===== src/rtl/sna_issue_sequencer_if.sv =====
// Bundle of the job, ADC and shift-and-add signals of sna_issue_sequencer.
// slave: the sequencer's view; master: the surrounding datapath or bench.
// The err_timeout member exists only when SNA_SEQ_TIMEOUT_EN is defined.
interface sna_issue_sequencer_if #(
  parameter int BIT_CELL       = 1,
  parameter int BIT_DAC        = 1,
  parameter int BIT_W          = 8,
  parameter int OUY            = 32,
  parameter int BIT_IFM        = 8,
  parameter int MAX_NUM_FILTER = 1
);
  localparam int ADC_PRECISION = BIT_CELL + BIT_DAC + $clog2(OUY)
                                 - (((BIT_CELL != 1) && (BIT_DAC != 1)) ? 0 : 1);
  localparam int BIT_ONES = $clog2(OUY);
  localparam int BIT_IBP  = $clog2(BIT_IFM);
  localparam int BIT_RES  = ADC_PRECISION + BIT_W + BIT_IFM - 1;
  localparam int BIT_ACC  = BIT_RES + BIT_IBP;

  // Handshakes: a sample moves on adc_valid && adc_ready at a rising edge.
  // sna_in_valid is a single-cycle strobe with the sna_* fields stable,
  // and sna_out_valid is a single-cycle result strobe (no back-pressure).
  logic                              job_start;
  logic [MAX_NUM_FILTER*BIT_W-1:0]   job_wbp;
  logic                              job_busy;
  logic                              adc_valid;
  logic                              adc_ready;
  logic [ADC_PRECISION-1:0]          adc_data;
  logic [OUY-1:0]                    adc_slice;
  logic                              sna_in_valid;
  logic [ADC_PRECISION-1:0]          sna_adc_result;
  logic [MAX_NUM_FILTER*BIT_W-1:0]   sna_weight_bit_position;
  logic [BIT_ONES-1:0]               sna_ones_counter;
  logic [BIT_IBP-1:0]                sna_input_bit_position;
  logic                              sna_out_valid;
  logic [MAX_NUM_FILTER*BIT_RES-1:0] sna_result;
  logic                              acc_valid;
  logic [MAX_NUM_FILTER*BIT_ACC-1:0] acc_out;
  logic                              ones_sat;
`ifdef SNA_SEQ_TIMEOUT_EN
  logic                              err_timeout;

  modport slave (
    input  job_start, job_wbp, adc_valid, adc_data, adc_slice, sna_out_valid, sna_result,
    output job_busy, adc_ready, sna_in_valid, sna_adc_result, sna_weight_bit_position,
           sna_ones_counter, sna_input_bit_position, acc_valid, acc_out, ones_sat, err_timeout
  );
  modport master (
    output job_start, job_wbp, adc_valid, adc_data, adc_slice, sna_out_valid, sna_result,
    input  job_busy, adc_ready, sna_in_valid, sna_adc_result, sna_weight_bit_position,
           sna_ones_counter, sna_input_bit_position, acc_valid, acc_out, ones_sat, err_timeout
  );
`else
  modport slave (
    input  job_start, job_wbp, adc_valid, adc_data, adc_slice, sna_out_valid, sna_result,
    output job_busy, adc_ready, sna_in_valid, sna_adc_result, sna_weight_bit_position,
           sna_ones_counter, sna_input_bit_position, acc_valid, acc_out, ones_sat
  );
  modport master (
    output job_start, job_wbp, adc_valid, adc_data, adc_slice, sna_out_valid, sna_result,
    input  job_busy, adc_ready, sna_in_valid, sna_adc_result, sna_weight_bit_position,
           sna_ones_counter, sna_input_bit_position, acc_valid, acc_out, ones_sat
  );
`endif
endinterface


===== src/rtl/sna_issue_sequencer.sv =====
// Bit-serial issue sequencer and per-filter result accumulator in front of
// the shift-and-add stage. One ADC sample per input slice is turned into one
// paced shift-and-add transaction; results are summed over BIT_IFM slices.
// Optional watchdog on the result wait: define SNA_SEQ_TIMEOUT_EN.
module sna_issue_sequencer #(
  parameter int BIT_CELL       = 1,
  parameter int BIT_DAC        = 1,
  parameter int BIT_W          = 8,
  parameter int OUY            = 32,
  parameter int BIT_IFM        = 8,
  parameter int MAX_NUM_FILTER = 1
) (
  input  logic                  clk,
  input  logic                  rst,
  sna_issue_sequencer_if.slave  bus,
  output logic [2:0]            state_dbg
);
  localparam int ADC_PRECISION = BIT_CELL + BIT_DAC + $clog2(OUY)
                                 - (((BIT_CELL != 1) && (BIT_DAC != 1)) ? 0 : 1);
  localparam int BIT_ONES = $clog2(OUY);
  localparam int BIT_IBP  = $clog2(BIT_IFM);
  localparam int BIT_RES  = ADC_PRECISION + BIT_W + BIT_IFM - 1;
  localparam int BIT_ACC  = BIT_RES + BIT_IBP;
  localparam int BIT_CNT  = $clog2(OUY + 1);
  localparam int ONES_MAX = (1 << BIT_ONES) - 1;

  typedef enum logic [2:0] {IDLE, WAIT_ADC, ISSUE, WAIT_RES, DONE} state_t;

  state_t                            state_q, state_d;
  logic [BIT_IBP-1:0]                bit_cnt;
  logic                              last_slice;
  logic [BIT_CNT-1:0]                pop;
  logic                              pop_over;
  logic [BIT_ONES-1:0]               pop_sat;
  logic                              timeout;

  logic                              in_valid_q;
  logic [ADC_PRECISION-1:0]          adc_res_q;
  logic [MAX_NUM_FILTER*BIT_W-1:0]   wbp_q;
  logic [BIT_ONES-1:0]               ones_q;
  logic [BIT_IBP-1:0]                ibp_q;
  logic                              acc_valid_q;
  logic [MAX_NUM_FILTER*BIT_ACC-1:0] acc_q;
  logic                              ones_sat_q;

  assign last_slice = (bit_cnt == BIT_IBP'(BIT_IFM - 1));

`ifdef SNA_SEQ_TIMEOUT_EN
  logic [9:0] wd_cnt;
  logic       err_q;
  // The 1023rd cycle in WAIT_RES without a result gives up on the job.
  assign timeout = (state_q == WAIT_RES) && !bus.sna_out_valid && (wd_cnt == 10'd1022);
  assign bus.err_timeout = err_q;

  // Watchdog: restarted on every issue, counts cycles spent waiting for a result.
  always_ff @(posedge clk) begin
    if (rst) begin
      wd_cnt <= '0;
      err_q  <= 1'b0;
    end else begin
      err_q <= timeout;
      if (state_q == ISSUE) wd_cnt <= '0;
      else if (state_q == WAIT_RES) wd_cnt <= wd_cnt + 10'd1;
    end
  end
`else
  assign timeout = 1'b0;
`endif

  // Ones count of the applied slice, saturated to the field width.
  always_comb begin
    pop = '0;
    for (int i = 0; i < OUY; i++) pop = pop + BIT_CNT'(bus.adc_slice[i]);
  end
  assign pop_over = int'(pop) > ONES_MAX;
  assign pop_sat  = pop_over ? BIT_ONES'(ONES_MAX) : BIT_ONES'(pop);

  // State register.
  always_ff @(posedge clk) begin
    if (rst) state_q <= IDLE;
    else     state_q <= state_d;
  end

  // Next-state decode; ISSUE always lasts one cycle so shift-and-add sees one strobe.
  always_comb begin
    state_d = state_q;
    case (state_q)
      IDLE:     if (bus.job_start) state_d = WAIT_ADC;
      WAIT_ADC: if (bus.adc_valid) state_d = ISSUE;
      ISSUE:    state_d = WAIT_RES;
      WAIT_RES: begin
        if (bus.sna_out_valid) state_d = last_slice ? DONE : WAIT_ADC;
        else if (timeout)      state_d = IDLE;
      end
      DONE:     state_d = IDLE;
      default:  state_d = IDLE;
    endcase
  end

  // Datapath registers: job setup, issue fields, strobes and accumulation.
  always_ff @(posedge clk) begin
    if (rst) begin
      in_valid_q  <= 1'b0;
      adc_res_q   <= '0;
      wbp_q       <= '0;
      ones_q      <= '0;
      ibp_q       <= '0;
      acc_valid_q <= 1'b0;
      acc_q       <= '0;
      ones_sat_q  <= 1'b0;
      bit_cnt     <= '0;
    end else begin
      in_valid_q  <= 1'b0;
      acc_valid_q <= 1'b0;
      case (state_q)
        IDLE: if (bus.job_start) begin
          wbp_q      <= bus.job_wbp;
          acc_q      <= '0;
          bit_cnt    <= '0;
          ones_sat_q <= 1'b0;
        end
        WAIT_ADC: if (bus.adc_valid) begin
          adc_res_q  <= bus.adc_data;
          ibp_q      <= bit_cnt;
          ones_q     <= pop_sat;
          in_valid_q <= 1'b1;
          if (pop_over) ones_sat_q <= 1'b1;
        end
        WAIT_RES: if (bus.sna_out_valid) begin
          for (int f = 0; f < MAX_NUM_FILTER; f++) begin
            acc_q[f*BIT_ACC +: BIT_ACC] <= acc_q[f*BIT_ACC +: BIT_ACC]
              + {{BIT_IBP{bus.sna_result[f*BIT_RES + BIT_RES - 1]}},
                 bus.sna_result[f*BIT_RES +: BIT_RES]};
          end
          if (last_slice) acc_valid_q <= 1'b1;
          else            bit_cnt     <= bit_cnt + BIT_IBP'(1);
        end
        default: ;
      endcase
    end
  end

  assign bus.job_busy                = (state_q != IDLE);
  assign bus.adc_ready               = (state_q == WAIT_ADC);
  assign bus.sna_in_valid            = in_valid_q;
  assign bus.sna_adc_result          = adc_res_q;
  assign bus.sna_weight_bit_position = wbp_q;
  assign bus.sna_ones_counter        = ones_q;
  assign bus.sna_input_bit_position  = ibp_q;
  assign bus.acc_valid               = acc_valid_q;
  assign bus.acc_out                 = acc_q;
  assign bus.ones_sat                = ones_sat_q;
  assign state_dbg                   = state_q;
endmodule


===== src/flat_wrapper.sv =====
// flat-port wrapper written by rule: the top's interface ports become plain ports
module sna_issue_sequencer_flat 
#(
  parameter int BIT_CELL       = 1,
  parameter int BIT_DAC        = 1,
  parameter int BIT_W          = 8,
  parameter int OUY            = 32,
  parameter int BIT_IFM        = 8,
  parameter int MAX_NUM_FILTER = 1
)
  (clk, rst, state_dbg, bus_job_start, bus_job_wbp, bus_adc_valid, bus_adc_data, bus_adc_slice, bus_sna_out_valid, bus_sna_result, bus_job_busy, bus_adc_ready, bus_sna_in_valid, bus_sna_adc_result, bus_sna_weight_bit_position, bus_sna_ones_counter, bus_sna_input_bit_position, bus_acc_valid, bus_acc_out, bus_ones_sat);
  sna_issue_sequencer_if #(.BIT_CELL(BIT_CELL), .BIT_DAC(BIT_DAC), .BIT_W(BIT_W), .OUY(OUY), .BIT_IFM(BIT_IFM), .MAX_NUM_FILTER(MAX_NUM_FILTER)) bus_i ();
  input  logic clk;
  input  logic rst;
  output logic [2:0] state_dbg;
  input wire logic [$bits(bus_i.job_start)-1:0] bus_job_start;
  input wire logic [$bits(bus_i.job_wbp)-1:0] bus_job_wbp;
  input wire logic [$bits(bus_i.adc_valid)-1:0] bus_adc_valid;
  input wire logic [$bits(bus_i.adc_data)-1:0] bus_adc_data;
  input wire logic [$bits(bus_i.adc_slice)-1:0] bus_adc_slice;
  input wire logic [$bits(bus_i.sna_out_valid)-1:0] bus_sna_out_valid;
  input wire logic [$bits(bus_i.sna_result)-1:0] bus_sna_result;
  output wire logic [$bits(bus_i.job_busy)-1:0] bus_job_busy;
  output wire logic [$bits(bus_i.adc_ready)-1:0] bus_adc_ready;
  output wire logic [$bits(bus_i.sna_in_valid)-1:0] bus_sna_in_valid;
  output wire logic [$bits(bus_i.sna_adc_result)-1:0] bus_sna_adc_result;
  output wire logic [$bits(bus_i.sna_weight_bit_position)-1:0] bus_sna_weight_bit_position;
  output wire logic [$bits(bus_i.sna_ones_counter)-1:0] bus_sna_ones_counter;
  output wire logic [$bits(bus_i.sna_input_bit_position)-1:0] bus_sna_input_bit_position;
  output wire logic [$bits(bus_i.acc_valid)-1:0] bus_acc_valid;
  output wire logic [$bits(bus_i.acc_out)-1:0] bus_acc_out;
  output wire logic [$bits(bus_i.ones_sat)-1:0] bus_ones_sat;
  assign bus_i.job_start = bus_job_start;
  assign bus_i.job_wbp = bus_job_wbp;
  assign bus_i.adc_valid = bus_adc_valid;
  assign bus_i.adc_data = bus_adc_data;
  assign bus_i.adc_slice = bus_adc_slice;
  assign bus_i.sna_out_valid = bus_sna_out_valid;
  assign bus_i.sna_result = bus_sna_result;
  assign bus_job_busy = bus_i.job_busy;
  assign bus_adc_ready = bus_i.adc_ready;
  assign bus_sna_in_valid = bus_i.sna_in_valid;
  assign bus_sna_adc_result = bus_i.sna_adc_result;
  assign bus_sna_weight_bit_position = bus_i.sna_weight_bit_position;
  assign bus_sna_ones_counter = bus_i.sna_ones_counter;
  assign bus_sna_input_bit_position = bus_i.sna_input_bit_position;
  assign bus_acc_valid = bus_i.acc_valid;
  assign bus_acc_out = bus_i.acc_out;
  assign bus_ones_sat = bus_i.ones_sat;
  sna_issue_sequencer #(.BIT_CELL(BIT_CELL), .BIT_DAC(BIT_DAC), .BIT_W(BIT_W), .OUY(OUY), .BIT_IFM(BIT_IFM), .MAX_NUM_FILTER(MAX_NUM_FILTER)) u_core (.clk(clk), .rst(rst), .bus(bus_i), .state_dbg(state_dbg));
endmodule

===== config.mk =====
export PLATFORM = sky130hd
export DESIGN_NAME = sna_issue_sequencer_flat
export DESIGN_NICKNAME = d
export VERILOG_FILES = /design/src/rtl/sna_issue_sequencer_if.sv /design/src/rtl/sna_issue_sequencer.sv /design/src/flat_wrapper.sv
export SDC_FILE = /design/constraint.sdc
export NUM_CORES = 1
export LEC_CHECK = 0
export CORE_MARGIN = 5
export CORE_UTILIZATION = 51
export DETAILED_ROUTE_END_ITERATION = 6
export PLACE_DENSITY_LB_ADDON = 0.15
export SLEW_MARGIN = 40
export SYNTH_ARGS = -nofsm -noshare
export SYNTH_HDL_FRONTEND = slang
export SYNTH_SLANG_ARGS = --single-unit

===== constraint.sdc =====
create_clock -name clk -period 10.5 [get_ports clk]
set_input_delay 1.575 -clock clk [delete_from_list [all_inputs] [get_ports clk]]
set_output_delay 1.575 -clock clk [all_outputs]
set_load 0.01 [all_outputs]

* Word-level counts from Yosys, hierarchy flattened
Index checks and enable logic that the tools add are counted.
Word-level totals: output and inout bits 54, input bits 72, bits in registers 55, word-level logic and storage cells 87
Cells by class: order comparisons 1, eq/ne operators 9, mux-type cells 19, add/sub/neg operators 33, reduce and logical (&&, ||, !) cells 12, bitwise logic cells 3
Operators by type and width (count):
- $add A6 B1 Y6 | 30
- $mux W24 | 2
- $pmux W24 S2 | 1
- $add A24 B24 Y24 | 1
- $mux W3 | 7
- $pmux W3 S4 | 1
- $ne A2 B2 Y1 const B | 4
- $reduce_and A4 Y1 | 2
- $eq A3 B2 Y1 const B | 2
- $gt A6 B5 Y1 const B | 1
- $pmux W3 S2 | 1
- $reduce_and A3 Y1 | 2
- $mux W1 | 5
- $mux W5 | 1
- $reduce_and A2 Y1 | 2
- $reduce_bool A2 Y1 | 2
- $add A3 B1 Y3 const B | 1
- $eq A3 B1 Y1 const B | 1
- $eq A3 B3 Y1 const B | 1
- $logic_not A3 Y1 | 1
- $not A1 Y1 | 3
- $reduce_bool A3 Y1 | 1
- $reduce_or A3 Y1 | 1
- $add A1 B1 Y2 | 1
- 3 further kinds | 3

* Longest topological paths before layout
depth after elaboration 35, gate-level depth with buffers 19, mapped depth without buffers 19

* Least setup slack after synthesis
OpenSTA, ideal clock, no wires.
path kind in2reg, from in bus_adc_slice[0], to reg u_core.ones_q[4], in the netlist u_core.bus.sna_ones_counter[4], stages on the path 15, path buffers 0, library setup time 91 ps, required time 10409 ps, slack 4190 ps, arrival 6219 ps, cells stage by stage ha_1 > inv_1 > fa_1 > fa_1 > fa_1 > fa_1 > fa_1 > fa_1 > inv_1 > fa_1 > fa_1 > a21o_1 > a21oi_1 > xor2_1 > a311oi_1
On the way: longest elaborated chain between the ends 33
RTL lines:
- from (decl) | RTL line flat_wrapper.sv:20 | input wire logic [$bits(bus_i.adc_slice)-1:0] bus_adc_slice;
- $add A1 B1 Y2 (*) | RTL line sna_issue_sequencer.sv:73 | for (int i = 0; i < OUY; i++) pop = pop + BIT_CNT'(bus.adc_slice[i]);
- $add A6 B1 Y6 (*) (30 in a row) | RTL line sna_issue_sequencer.sv:73
- $gt A6 B5 Y1 | RTL line sna_issue_sequencer.sv:75 | assign pop_over = int'(pop) > ONES_MAX;
- $mux W5 (*) | RTL line sna_issue_sequencer.sv:76 | assign pop_sat = pop_over ? BIT_ONES'(ONES_MAX) : BIT_ONES'(pop);
- to (signal assigned) | RTL line sna_issue_sequencer.sv:125 | ones_q <= pop_sat;
- to (decl) | RTL line sna_issue_sequencer.sv:40 | logic [BIT_ONES-1:0] ones_q;
Mark *: on every way between the ends. The rest lies on a longest branch, timed or not. A chain may end at the register's enable or synchronous reset.

* Final worst setup path
Ends and elaborated chain as after synthesis.

==> metrics.md <==
| Metric | Value |
|---|---|
| Final setup violation count | `0` |
| Setup bufs post-CTS | `0` |
| CP endpoint | `u_core.bus.sna_ones_counter[4]` |
| Pre-Repair DR Iteration Count | `5` |
| Part of the Yosys area used for sequential elements | `0.274` |
| CTS clock-pin slew for the worst setup and hold paths | `0.10 ns` |
| Worst slew pin tran | `0.680 ns` |
| Die area | `around 10000 um^2` |
| Die Wd | `98.7 um` |
| CP Data Arrival Time | `~6.8 ns` |
| Synth area leaders | `dfxtp_1 (27%), fa_1 (12%), ha_1 (10%)` |
| Ports | `126` |
| Number of enable flip-flop cells after synthesis | `0` |
| Wire per inst | `14.4 um` |
| Area Overhead vs Synth | `34.2%` |
| CTS tree | `yes` |
| Final worst slack | `3.95 ns` |
| Final Core Density | `0.701` |
| # diodes | `0` |
| Setup TNS | `0 ns` |
| Worst Skew | `0.0118 ns` |
| Hold WC Path Type | `reg2reg` |
| CTS Buf Count | `5` |
| Endpoints failing hold | `0` |
| CP startpoint | `bus_adc_slice[0]` |
| Met1 wire length | `3940 um` |
| Clock latency on the worst-skew pair | `between 0.3 and 0.4 ns` |
| Leak Pwr | `2.23 nW` |
| Crit-path cells | `clkdlybuf4s50_1 -> ha_1 -> inv_1 -> fa_1 -> fa_1 -> fa_1 -> fa_1 -> fa_1 -> fa_1 -> inv_1 -> fa_1 -> fa_1 -> a21o_1 -> a21oi_1 -> xor2_1 -> a311oi_1` |
| Highest cell delay on the worst timing path | `between 0.5 and 0.6 ns` |
| WL met3 | `778 um` |
| Grt total ovfl | `0` |
| Antenna violations before repair | `0` |
| Max layer used | `met4` |
| Mapped Area | `4020 um^2` |
| Reg-to-reg startpoint | `u_core.bus.acc_out[0]` |
| Status | `finished clean` |
| Vias/cell | `5.36` |
| R2R Path End | `u_core.bus.acc_out[20]` |
| Starting density of the core | `0.522` |
| Pin count of the biggest net entering global routing | `47` |
| Worst setup EP type | `flip-flop` |
| Final Critical Period | `6.55 ns` |
| Total Nets Final | `717` |
| CP max stage cell | `fa_1` |
| Most frequent cells after synthesis | `nand2_1 (65), dfxtp_1 (55), inv_1 (43), a21oi_1 (41), nor2_1 (37)` |
| Worst slew margin | `0.546` |
| VDD IR-drop max | `189 uV` |
| Critical path data required time | `10.72 ns` |
| Most common cell in the synthesized netlist | `nand2_1` |
| Cts hold-fix bufs | `0` |
| Crit Path Class | `in2reg` |
| Pre-CTS WS | `3.55 ns` |
| Prevailing post-synth register cell | `dfxtp_1` |
| H-tree depth | `2` |
| WHS Path Cells | `2` |
| Cell variety after synth | `51` |
| Post-CTS Resized | `0` |
| Total power | `0.781 mW` |
| Share of the synthesized area in the top cell type | `0.274` |
| Mean post-synth cell area | `8.44 um^2` |
| Post-route DRC violation count | `0` |
| CP Launch Type | `primary input` |
| Unrepaired setup endpoints after global routing | `no` |
| CTS Buffer Depth | `2` |
| Chip height | `98.7 um` |
| Synthesis Warnings | `0` |
| Port buffer count | `125` |
| Post-Route WL | `~9900 um` |
| Max Fclk | `153 MHz` |
| Worst R2R Path Depth | `9` |
| First-pass GRT wire length | `16800 um` |
| Core ar. | `7690 um^2` |
| Seq cells post-synth | `55` |
| Slew Viols, Final | `0` |
| All-Layer GR Usage | `0.205` |
| Root buffer cell | `clkbuf_8` |
| Via Count | `3699` |
| Period utilization | `0.624` |
| Synth area leader | `dfxtp_1` |
| DP Wirelength | `7910 um` |
| FP Rows | `32` |
| Max-cap violations | `0` |
| Mapped Cells | `approximately 480` |
| R2R Setup Slk | `7.95 ns` |
| Placer Congestion | `just over 0.9` |
| Async SR Flop Fraction | `0` |
| Fin area | `5390 um^2` |
| CP most frequent cell | `fa_1` |
| Routed met2 length | `5090 um` |
| Dpl cell area | `5290 um^2` |
| Antenna Nets Post-Route | `0` |
| PD cells | `145 nW/um^2` |
| Layout cells sized above 1 | `0.0442` |
| Clock Sinks | `55` |
| DR iter-0 viols | `73` |
| Number of global-route vias before repair | `3833` |
| Crit-path max FO | `2` |
| Post-Syn Nets | `606` |
| Fill cells | `633` |
-- final cells by class --
| type | instances | area, um^2 | area share |
|---|---|---|---|
| multi-input cells | 356 | 2650 | 0.491 |
| repair buffers | 126 | 1260 | 0.233 |
| flip-flops and latches | 55 | 1100 | 0.204 |
| inverters | 43 | 161 | 0.0299 |
| well taps | 102 | 128 | 0.0237 |
| clock buffers | 5 | 68.8 | 0.0128 |
| clock inverters | 3 | 27.5 | 0.00511 |
-- cell usage in the layout (no fill, tap or decap), drive strengths merged, types with 4 or more instances in the layout --
cell type | synthesis | routed
inv | 43 | 44
nor2b | 5 | 5
a21o | 9 | 9
xor2 | 8 | 8
clkdlybuf4s50 | 0 | 124
and3 | 4 | 4
o211ai | 5 | 5
o21ai | 26 | 26
nand3b | 4 | 4
a311oi | 5 | 5
a211oi | 6 | 6
nand2 | 65 | 65
a21oi | 43 | 43
nand4 | 5 | 5
nor2 | 37 | 37
nand3 | 7 | 7
fa | 25 | 25
a22oi | 14 | 14
nor3 | 10 | 10
xnor2 | 15 | 15
clkbuf | 11 | 5
dfxtp | 55 | 55
ha | 33 | 33
-- power by group --
group	total [mW]	internal, mW	switching, mW
registers	0.224	0.217	0.00641
clock network	0.128	0.0492	0.0784
logic	0.430	0.210	0.219
total	0.781	0.477	0.304
-- logic make-up after synthesis --
logic type / count (synthesis) / synth area share
AOI/OAI and AO/OA: 124 / 0.205
xor gates and xnor gates: 23 / 0.0502
adders and majority gates: 58 / 0.227
buffers and inverters: 65 / 0.0682
DFF: 55 / 0.274
muxes: 2 / 0.00499
and+or+nand+nor: 149 / 0.170
-- per-stage QoR --
stage	instances	hold WS [ns]
3_5_place_dp	682	0.449
5_1_grt	690	0.485
6_report	690	0.463
2_1_floorplan	476	0.449
4_1_cts	690	0.464
3_3_place_gp	682	0.442
-- worst min-delay path by stage --
stage	to	from	slack (ns)
after floorplan	u_core.bus.sna_input_bit_position[1]	u_core.bit_cnt[1]	0.45
after global placement	u_core.bus.sna_adc_result[1]	u_core.bus.sna_adc_result[1]	0.44
after detailed placement	u_core.bus.sna_adc_result[5]	u_core.bus.sna_adc_result[5]	0.45
after CTS	u_core.bus.sna_adc_result[5]	u_core.bus.sna_adc_result[5]	0.46
after global routing	u_core.bus.sna_weight_bit_position[6]	u_core.bus.sna_weight_bit_position[6]	0.48
final	u_core.bus.sna_adc_result[5]	u_core.bus.sna_adc_result[5]	0.46
-- registers in the layout, indices dropped and copies added (netlist names) --
register,cells
u_core.bus.sna_in_valid,1
u_core.bus.acc_out,24
u_core.bus.acc_valid,1
u_core.bus.sna_ones_counter,5
u_core.bus.ones_sat,1
u_core.bus.sna_input_bit_position,3
u_core.state_dbg,3
u_core.bit_cnt,3
u_core.bus.sna_adc_result,6
u_core.bus.sna_weight_bit_position,8
-- metal layers --
layer	vias up	GRT usage
met5	-	0
met4	0	0.0504
met3	10	0.0566
met2	109	0.383
met1	1731	0.230
li1	1849	-
-- worst max-delay path, delay by kind of cell --
kind | cells | cell delay, ns
XOR/XNOR | 1 | 0.08
AO/OA/AOI/OAI | 3 | 0.63
adder cells (fa/ha/maj) | 9 | 3.97
buffers and inverters | 3 | 0.52
Power figures use the tool's default switching activity.
